===== src/rtl/conv_request_scheduler.sv =====
// Request FIFO plus issue/wait/hold sequencer feeding a fixed-latency fixed/float converter.
// Results return in request order with their tags over a valid/ready handshake.
module conv_request_scheduler #(
    parameter int DEPTH        = 4,
    parameter int CONV_LATENCY = 1,
    parameter int TAG_W        = 4
) (
    input  logic             clk,
    input  logic             rst,
    input  logic             in_valid,
    output logic             in_ready,
    input  logic [31:0]      in_number,
    input  logic [4:0]       in_fixpointpos,
    input  logic             in_opcode,
    input  logic [TAG_W-1:0] in_tag,
    output logic [31:0]      cv_number,
    output logic [4:0]       cv_fixpointpos,
    output logic             cv_opcode,
    input  logic [31:0]      cv_result,
    output logic             out_valid,
    input  logic             out_ready,
    output logic [31:0]      out_result,
    output logic [TAG_W-1:0] out_tag,
    output logic             out_opcode,
    output logic             busy,
    output logic [15:0]      conv_count
);
    localparam int PTR_W = $clog2(DEPTH);
    localparam int OCC_W = $clog2(DEPTH + 1);
    localparam int CNT_W = $clog2(CONV_LATENCY + 1);
    localparam int ENT_W = 32 + 5 + 1 + TAG_W;

    typedef enum logic [1:0] {IDLE, WAIT, HOLD} state_t;

    logic [ENT_W-1:0] mem_q [DEPTH];
    logic [ENT_W-1:0] mem_d [DEPTH];
    logic [PTR_W-1:0] wr_ptr_q, wr_ptr_d, rd_ptr_q, rd_ptr_d;
    logic [OCC_W-1:0] occ_q, occ_d;
    state_t           state_q, state_d;
    logic [CNT_W-1:0] cnt_q, cnt_d;
    logic [31:0]      cv_number_q, cv_number_d;
    logic [4:0]       cv_fixpointpos_q, cv_fixpointpos_d;
    logic             cv_opcode_q, cv_opcode_d;
    logic [TAG_W-1:0] tag_q, tag_d;
    logic             out_valid_q, out_valid_d;
    logic [31:0]      out_result_q, out_result_d;
    logic [TAG_W-1:0] out_tag_q, out_tag_d;
    logic             out_opcode_q, out_opcode_d;
    logic [15:0]      conv_count_q, conv_count_d;
    logic             push, pop;
    logic [ENT_W-1:0] head;

    // Acceptance depends only on registered occupancy: a same-cycle pop never frees a slot early.
    assign in_ready = (occ_q != OCC_W'(DEPTH));
    assign head     = mem_q[rd_ptr_q];

    always_comb begin
        mem_d            = mem_q;
        wr_ptr_d         = wr_ptr_q;
        rd_ptr_d         = rd_ptr_q;
        occ_d            = occ_q;
        state_d          = state_q;
        cnt_d            = cnt_q;
        cv_number_d      = cv_number_q;
        cv_fixpointpos_d = cv_fixpointpos_q;
        cv_opcode_d      = cv_opcode_q;
        tag_d            = tag_q;
        out_valid_d      = out_valid_q;
        out_result_d     = out_result_q;
        out_tag_d        = out_tag_q;
        out_opcode_d     = out_opcode_q;
        conv_count_d     = conv_count_q;
        push             = in_valid && in_ready;
        pop              = 1'b0;

        case (state_q)
            IDLE: begin
                if (occ_q != '0) begin
                    pop = 1'b1;
                    {cv_number_d, cv_fixpointpos_d, cv_opcode_d, tag_d} = head;
                    cnt_d   = CNT_W'(CONV_LATENCY);
                    state_d = WAIT;
                end
            end
            WAIT: begin
                // cnt reaches zero once the converter has had CONV_LATENCY edges with stable inputs.
                if (cnt_q == '0) begin
                    out_result_d = cv_result;
                    out_tag_d    = tag_q;
                    out_opcode_d = cv_opcode_q;
                    out_valid_d  = 1'b1;
                    state_d      = HOLD;
                end else begin
                    cnt_d = cnt_q - CNT_W'(1);
                end
            end
            HOLD: begin
                if (out_ready) begin
                    out_valid_d  = 1'b0;
                    conv_count_d = conv_count_q + 16'd1;
                    state_d      = IDLE;
                end
            end
            default: state_d = IDLE;
        endcase

        if (push) begin
            mem_d[wr_ptr_q] = {in_number, in_fixpointpos, in_opcode, in_tag};
            wr_ptr_d        = wr_ptr_q + PTR_W'(1);
        end
        if (pop) begin
            rd_ptr_d = rd_ptr_q + PTR_W'(1);
        end
        if (push && !pop) begin
            occ_d = occ_q + OCC_W'(1);
        end else if (!push && pop) begin
            occ_d = occ_q - OCC_W'(1);
        end
    end

    always_ff @(posedge clk) begin
        mem_q <= mem_d;
    end

    always_ff @(posedge clk or posedge rst) begin
        if (rst) begin
            wr_ptr_q         <= '0;
            rd_ptr_q         <= '0;
            occ_q            <= '0;
            state_q          <= IDLE;
            cnt_q            <= '0;
            cv_number_q      <= '0;
            cv_fixpointpos_q <= '0;
            cv_opcode_q      <= 1'b0;
            tag_q            <= '0;
            out_valid_q      <= 1'b0;
            out_result_q     <= '0;
            out_tag_q        <= '0;
            out_opcode_q     <= 1'b0;
            conv_count_q     <= '0;
        end else begin
            wr_ptr_q         <= wr_ptr_d;
            rd_ptr_q         <= rd_ptr_d;
            occ_q            <= occ_d;
            state_q          <= state_d;
            cnt_q            <= cnt_d;
            cv_number_q      <= cv_number_d;
            cv_fixpointpos_q <= cv_fixpointpos_d;
            cv_opcode_q      <= cv_opcode_d;
            tag_q            <= tag_d;
            out_valid_q      <= out_valid_d;
            out_result_q     <= out_result_d;
            out_tag_q        <= out_tag_d;
            out_opcode_q     <= out_opcode_d;
            conv_count_q     <= conv_count_d;
        end
    end

    assign cv_number      = cv_number_q;
    assign cv_fixpointpos = cv_fixpointpos_q;
    assign cv_opcode      = cv_opcode_q;
    assign out_valid      = out_valid_q;
    assign out_result     = out_result_q;
    assign out_tag        = out_tag_q;
    assign out_opcode     = out_opcode_q;
    assign conv_count     = conv_count_q;
    assign busy           = (state_q != IDLE) || (occ_q != '0);
endmodule


===== config.mk =====
export PLATFORM = sky130hd
export DESIGN_NAME = conv_request_scheduler
export DESIGN_NICKNAME = d
export VERILOG_FILES = /design/src/rtl/conv_request_scheduler.sv
export SDC_FILE = /design/constraint.sdc
export NUM_CORES = 1
export LEC_CHECK = 0
export BUFFER_PORTS_ARGS = -buffer_cell sky130_fd_sc_hd__buf_4
export CAP_MARGIN = 20
export CELL_PAD_IN_SITES_DETAIL_PLACEMENT = 2
export CELL_PAD_IN_SITES_GLOBAL_PLACEMENT = 2
export CORE_ASPECT_RATIO = 1.4
export CORE_MARGIN = 2
export CORE_UTILIZATION = 42
export CTS_CLUSTER_DIAMETER = 100
export CTS_CLUSTER_SIZE = 28
export DETAILED_ROUTE_END_ITERATION = 8
export GPL_TIMING_DRIVEN = 1
export PLACE_DENSITY = 0.91
export RECOVER_POWER = 50
export SYNTH_ARGS = -nofsm -noshare
export SYNTH_HDL_FRONTEND = slang
export SYNTH_SLANG_ARGS = --single-unit

===== constraint.sdc =====
create_clock -name clk -period 4 [get_ports clk]
set_clock_uncertainty 0.15 [all_clocks]
set_input_delay 0.2 -clock clk [delete_from_list [all_inputs] [get_ports clk]]
set_output_delay 0.2 -clock clk [all_outputs]
set_load 0.01 [all_outputs]

==> results of run 1 <==
[sequential cells by signal, indices dropped and copies added (netlist names), 3 cells and up]
register and cells:
conv_count 16, cv_fixpointpos 5, cv_number 32, mem_q 168, occ_q 3, out_result 32
out_tag 4, tag_q 4
[Yosys cell counts (all sizes together), types with 6 or more instances]
library cell,n,area [sq um]
inv,7,26.28
mux4,42,949.7
edfxtp,168,5045
xor2,9,78.83
dfrtp,106,2653
ha,6,75.07
nor2,11,41.29
nand2,10,37.54
xnor2,12,105.1
buf,18,151.4
mux2,82,923.4
[layer usage]
metal | vias up | track usage, % | part of all wire, %
met5 | - | 0 | 0
met4 | 0 | 5.008 | 2.0
met3 | 32 | 2.878 | 4.8
met2 | 168 | 40.04 | 55
met1 | 2973 | 24.44 | 38
li1 | 2420 | - | -
[cells in the final DEF, fill, tap and decap left out, drive strengths merged]
cell type      n
nor4           2
or2            1
nand4          3
xnor2         12
inv            8
and3           5
and4           1
a21oi          2
and2           2
nor2          11
dfrtp        106
edfxtp       168
nand4b         2
dlygate4sd3   76
mux2          82
nand2b         1
ha             6
clkbuf       144
buf           54
nand3          4
mux4          42
nor3           5
o21ai          1
nand2         10
clkinv         1
fa             1
xor2           9
[stage by stage]
stage / util (%) / setup WS, ns / power, W / instances / cell area [sq um]
after floorplan: - / 0.8611 / 0.006448 / 504 / 10340
after global placement: 49.38 / 1.713 / 0.007504 / 966 / 11880
after detailed placement: 49.72 / 1.616 / 0.007877 / 970 / 11960
after CTS: 54.41 / 1.610 / 0.009438 / 1068 / 13090
after global routing: 52.48 / 1.479 / 0.009517 / 1069 / 12630
final: 52.48 / 1.578 / 0.008994 / 1069 / 12630
[where the power goes]
| group | switching (W) | leakage, nW | internal, W |
|---|---|---|---|
| Clock | 0.000870 | 0.177 | 0.000627 |
| Combinational | 0.00144 | 1.64 | 0.00151 |
| Sequential | 0.000652 | 2.80 | 0.00390 |
| Total | 0.00296 | 4.62 | 0.00604 |
[layout make-up]
cell class | count | area (sq um)
Fill cell | 2173 | 11430
Sequential cell | 274 | 7702
Multi-Input combinational cell | 202 | 2444
Timing Repair Buffer | 254 | 1694
Tap cell | 310 | 387.9
Clock buffer | 20 | 351.6
Inverter | 7 | 28.78
Clock inverter | 2 | 17.52
[worst min path at each step]
stage                              from                 endpoint  slack (ns)  cells past startpoint
after CTS                      in_valid  wr_ptr_q[0]$_DFFE_PP0P_        0.04                      3
final                          in_valid  wr_ptr_q[0]$_DFFE_PP0P_        0.05                      3
after global routing           in_valid  wr_ptr_q[0]$_DFFE_PP0P_        0.09                      3
after floorplan               in_tag[0]       mem_q[0]$_DFFE_PP_        0.15                      0
after global placement     in_number[2]      mem_q[54]$_DFFE_PP_        0.25                      1
after detailed placement  in_number[10]      mem_q[20]$_DFFE_PP_        0.25                      1
[worst max-delay path, delay by kind of cell (launching register included)]
kind                       cells  cell delay, ns
and+or+nand+nor                3            0.78
adders and majority gates      2            0.59
DFF                            1            0.46
xor gates and xnor gates       2            0.32
buffers and inverters          1            0.07
[kinds of logic after synthesis]
group	count (synthesis)	synth area share (%)
DFF	274	74.43
adders and majority gates	7	0.9195
buffers and inverters	28	1.827
muxes	124	18.11
and+or+nand+nor	47	2.783
AOI/OAI and AO/OA	3	0.1451
xor gates and xnor gates	21	1.779
==> run_results.csv, run 1 <==
group,metric,value,unit
placed_design,dp_hpwl,16.18,mm
setup_path,cp_cell_sequence,"nor3_1 > nand2b_2 > ha_1 > inv_1 > fa_1 > xor2_1 > nor2_1 > xor2_1",
synth,synthArstFlopShare,38.69,%
setup_path,cp-end-kind,"flip-flop",
floorplan,start_util,42.98,%
timing,fin_crit_sh,60.56,%
setup_path,slowest_delay,0.46,ns
setup_path,r2r_cells,8,
drt,dr.pass1.iters,4,
clock_network,cts_resized,0,
setup_path,rr_endpoint,"occ_q[2]$_DFFE_PP0P_",
grt,antenna_found_initial,0,
drt,drt-vias-per-instance,5.232,
clock_network,cts_setup_buffers,0,
grt,grt_pass1_wl,40.32,mm
placed_design,gp_congestion,0.7257,
timing,fmax,412.8,MHz
timing,slew_violations,0,
setup_path,worstSetupEndpoint,"occ_q[2]$_DFFE_PP0P_",
synth,syn_area_per_cell,20.52,sq um
synth,synthFlopType,"edfxtp_1",
timing,rsz0062_at_grt,"no",
grt,grt_pass1_vias,6579,
final_layout,final_nets,837,
setup_path,startpoint_type,"flip-flop",
clock_network,cts_tree,"done",
timing,max_slew_margin,34.46,%
drt,drtIter0Drc,238,
setup_path,critPathArrivalTime,2.72,ns
status,status,"finished, final reports clean",
floorplan,std_cell_rows,67,
synth,synth-edff-count,168,
grt,grt_max_degree,72,
drt,drc,0,
floorplan,dieArea,0.02591,sq mm
synth,ys_seq_elements,274,
grt,grt_usage,20.96,%
setup_path,r2r_slack,1.58,ns
synth,synth_area,0.01034,sq mm
floorplan,core_area,0.02406,sq mm
power,power_density,712.4,mW/mm^2
worst_hold_path,hold_path_class,"primary input to flip-flop",
clock_network,clockBufferDepth,3,
grt,overflow,0,
clock_network,cts_sinks,274,
setup_path,cp.required,4.29,ns
clock_network,clock_latency,0.51,ns
synth,seq_area_frac_synth,74.43,%
timing,finalHoldViolCount,0,
setup_path,startpoint,"occ_q[0]$_DFFE_PP0P_",
drt,vias,5593,
clock_network,hold_buffers,76,
power,peakVddDrop,0.4884,mV
setup_path,path_class,"flip-flop to flip-flop",
placed_design,io_buffers,171,
final_layout,syn2layout_area_growth,22.09,%
final_layout,antenna_cells,0,
power,power_leakage,4.622,nW
setup_path,cp_max_fo,4,
drt,drt_wl_total,26.59,mm
flow_run,drv_cap,0,
timing,tns,0,ns
floorplan,die_w,136.6,um
clock_network,cts_max_level,1,
final_layout,drive_above_1_share,26.88,%
clock_network,numCtsBuffers,13,
setup_path,r2r_start,"occ_q[0]$_DFFE_PP0P_",
setup_path,cpMaxStageDelayCell,"dfrtp_1",
clock_network,cts-root-buf,"clkbuf_16",
setup_path,path_common_cell,"xor2_1",
synth,synth_nets,589,
synth,yosys_warnings,0,
drt,ant_nets,0,
timing,finalSetupViolations,0,
synth,post_synth_inst_count,504,
floorplan,ios,172,
drt,wl_per_cell,24.87,um
clock_network,clk_pin_slew,0.12,ns
synth,yosysUniqueCellTypes,31,
floorplan,die_y,189.7,um
timing,holdWs,0.05120,ns
timing,worst_pin_slew,0.9830,ns
timing,period_needed,2.422,ns
(Power assumes the default switching activity.)
==> run 2: changes to the inputs <==
Settings changed: CORE_UTILIZATION 42 to 38, PLACE_DENSITY 0.91 to 0.87.
Clock period 4 ns to 2 ns, I/O delays scaled along.
==> run 2 against run 1 <==
  * The flow now finishes with violations (setup timing)
  * Non-clock buffer count rose by 27
  * Clock-buffer cell count did not move
  * Global-route usage is 2.8 points lower
  * Largest cell class unchanged
==> run_results.csv, run 2 (synthesis results as in run 1) <==
group,metric,value,unit
setup_path,path_class,"flip-flop to flip-flop",
setup_path,cp_cell_sequence,"buf_4 > nand2_2 > and2_4 > ha_4 > inv_2 > fa_2 > xor2_1 > nor2_1 > xor2_1",
power,power_leakage,5.120,nW
drt,drc,0,
timing,worst_pin_slew,0.6307,ns
worst_hold_path,hold_path_class,"primary input to flip-flop",
final_layout,mostFrequentLayoutCell,"edfxtp_1",
floorplan,start_util,38.55,%
floorplan,ios,172,
timing,tns,-0.02736,ns
placed_design,gp_congestion,0.7516,
grt,antenna_found_initial,1,
drt,dr.pass1.iters,4,
timing,slew_violations,0,
timing,rsz0062_at_grt,"yes",
drt,wl_per_cell,22.74,um
floorplan,die_w,143.4,um
clock_network,numCtsBuffers,13,
setup_path,cp-end-kind,"flip-flop",
status,status,"finished with violations",
clock_network,cts_tree,"done",
final_layout,drive_above_1_share,40.71,%
power,p_total,0.01937,W
status,violations,"setup timing",
drt,vias,5602,
placed_design,io_buffers,171,
timing,max_slew_margin,57.95,%
setup_path,cp_max_fo,3,
power,peakVddDrop,0.7770,mV
clock_network,cts_max_level,1,
clock_network,clk_pin_slew,0.11,ns
clock_network,cts_sinks,274,
timing,fmax,493.3,MHz
setup_path,startpoint_type,"flip-flop",
power,power_density,1448,mW/mm^2
setup_path,critPathBufInv,2,
clock_network,clock_latency,0.50,ns
final_layout,syn2layout_area_growth,29.32,%
final_layout,final_cell_mix,"edfxtp_1, buf_4, dfrtp_1, mux2_2, dlygate4sd3_1",
final_layout,top_register,"mem_q",
floorplan,std_cell_rows,71,
floorplan,die_y,199.2,um
grt,grt_usage,18.13,%
setup_path,cpMaxStageDelayCell,"dfrtp_1",
final_layout,fillCellCount,2438,
grt,overflow,0,
setup_path,path_common_cell,"xor2_1",
floorplan,dieArea,0.02857,sq mm
placed_design,dp_hpwl,16.00,mm
drt,drt_wl_total,26.20,mm
floorplan,core_area,0.02683,sq mm
clock_network,cts-root-buf,"clkbuf_16",
final_layout,final_util,49.85,%
setup_path,critPathArrivalTime,2.31,ns
timing,postLayoutSetupSlackWorst,-0.02736,ns
grt,grt_max_degree,107,
timing,fin_crit_sh,101.4,%
flow_run,drv_cap,0,
final_layout,largest_register_ff_count,168,
setup_path,slowest_delay,0.45,ns
drt,drtIter0Drc,187,
timing,period_needed,2.027,ns
drt,drt-vias-per-instance,4.863,
drt,ant_nets,0,
grt,grt_pass1_vias,6585,
grt,grt_pass1_wl,39.20,mm
setup_path,cp.required,2.28,ns
clock_network,clockBufferDepth,3,
timing,finalHoldViolCount,0,
setup_path,cp_top_family,"adder cells",
final_layout,final_nets,864,
timing,finalSetupViolations,1,
run 2: cell count changes in the layout (fill, tap and decap cells not counted), moves of 2 or more:
cell	change
buf_4	+98
buf_12	+5
clkbuf_1	-82
buf_6	+2
run 2: path summary, 6_finish.rpt:
| path | depth (start not counted) | to | from | slack, ns |
|---|---|---|---|---|
| hold reg to reg | 1 | conv_count[15]$_DFFE_PP0P_ | conv_count[15]$_DFFE_PP0P_ | 0.33 |
| setup / recovery | 9 | occ_q[2]$_DFFE_PP0P_ | occ_q[2]$_DFFE_PP0P_ | -0.03 |
| setup reg to reg | 9 | occ_q[2]$_DFFE_PP0P_ | occ_q[2]$_DFFE_PP0P_ | -0.03 |
| hold / removal | 3 | out_result[9]$_DFFE_PP0P_ | cv_result[9] | 0.25 |
| min in group asynchronous | 4 | out_result[5]$_DFFE_PP0P_ | rst | 0.26 |
| max in group asynchronous | 4 | rd_ptr_q[1]$_DFFE_PP0P_ | rst | 0.92 |
run 2: through the flow:
| step | area [sq um] | std cells | hold slack (ns) | setup slack [ns] |
|---|---|---|---|---|
| floorplan | 10380 | 504 | 0.04887 | -0.1778 |
| global placement | 12240 | 1043 | 0.1481 | 0.05071 |
| detailed placement | 12240 | 1043 | 0.1552 | -0.08740 |
| CTS | 13400 | 1143 | 0.1769 | -0.01317 |
| global route | 13370 | 1152 | 0.2300 | -0.1626 |
| finish | 13370 | 1152 | 0.2509 | -0.02736 |
run 2: cell type report:
class	instances	area, sq um	share of cell area (%)
Antenna cell	1	2.502	0.01871
Clock buffer	20	351.6	2.629
Clock inverter	2	17.52	0.1310
Inverter	7	27.53	0.2058
Multi-Input combinational cell	202	2500	18.69
Sequential cell	274	7702	57.60
Tap cell	365	456.7	3.415
Timing Repair Buffer	281	2315	17.31
run 2: power by group:
| part | leakage (nW) | internal [W] | switching (W) |
|---|---|---|---|
| sequential | 2.80 | 0.00780 | 0.000916 |
| clock | 0.177 | 0.00125 | 0.00170 |
| combinational | 2.14 | 0.00427 | 0.00343 |
run 2: worst register-to-register path, stage by stage, from the launching register on:
cell and delay [ns]:
dfrtp_1 0.45, buf_4 0.16, nand2_2 0.07, and2_4 0.16, ha_4 0.14, inv_2 0.04
fa_2 0.33, xor2_1 0.14, nor2_1 0.14, xor2_1 0.17
run 2: timing repair:
item / in CTS / in global routing
cloned: 0 / 1
hold buffers: 77 / 0
endpoints found under the setup margin: 27 / 29
setup buffers: 1 / 7
gates resized for setup: 4 / 9
pin swaps: 3 / 6
hold endpoints to repair: 323 / 0
run 2: routing by layer:
| metal | GRT usage, % | share of wire [%] | vias to the layer above | routed length (um) |
|---|---|---|---|---|
| met5 | 0 | 0 | - | 0 |
| met4 | 2.723 | 1.0 | 0 | 265 |
| met3 | 2.876 | 4.6 | 23 | 1202 |
| met2 | 35.68 | 56 | 147 | 14670 |
| met1 | 20.81 | 38 | 2954 | 10060 |
| li1 | - | - | 2478 | - |
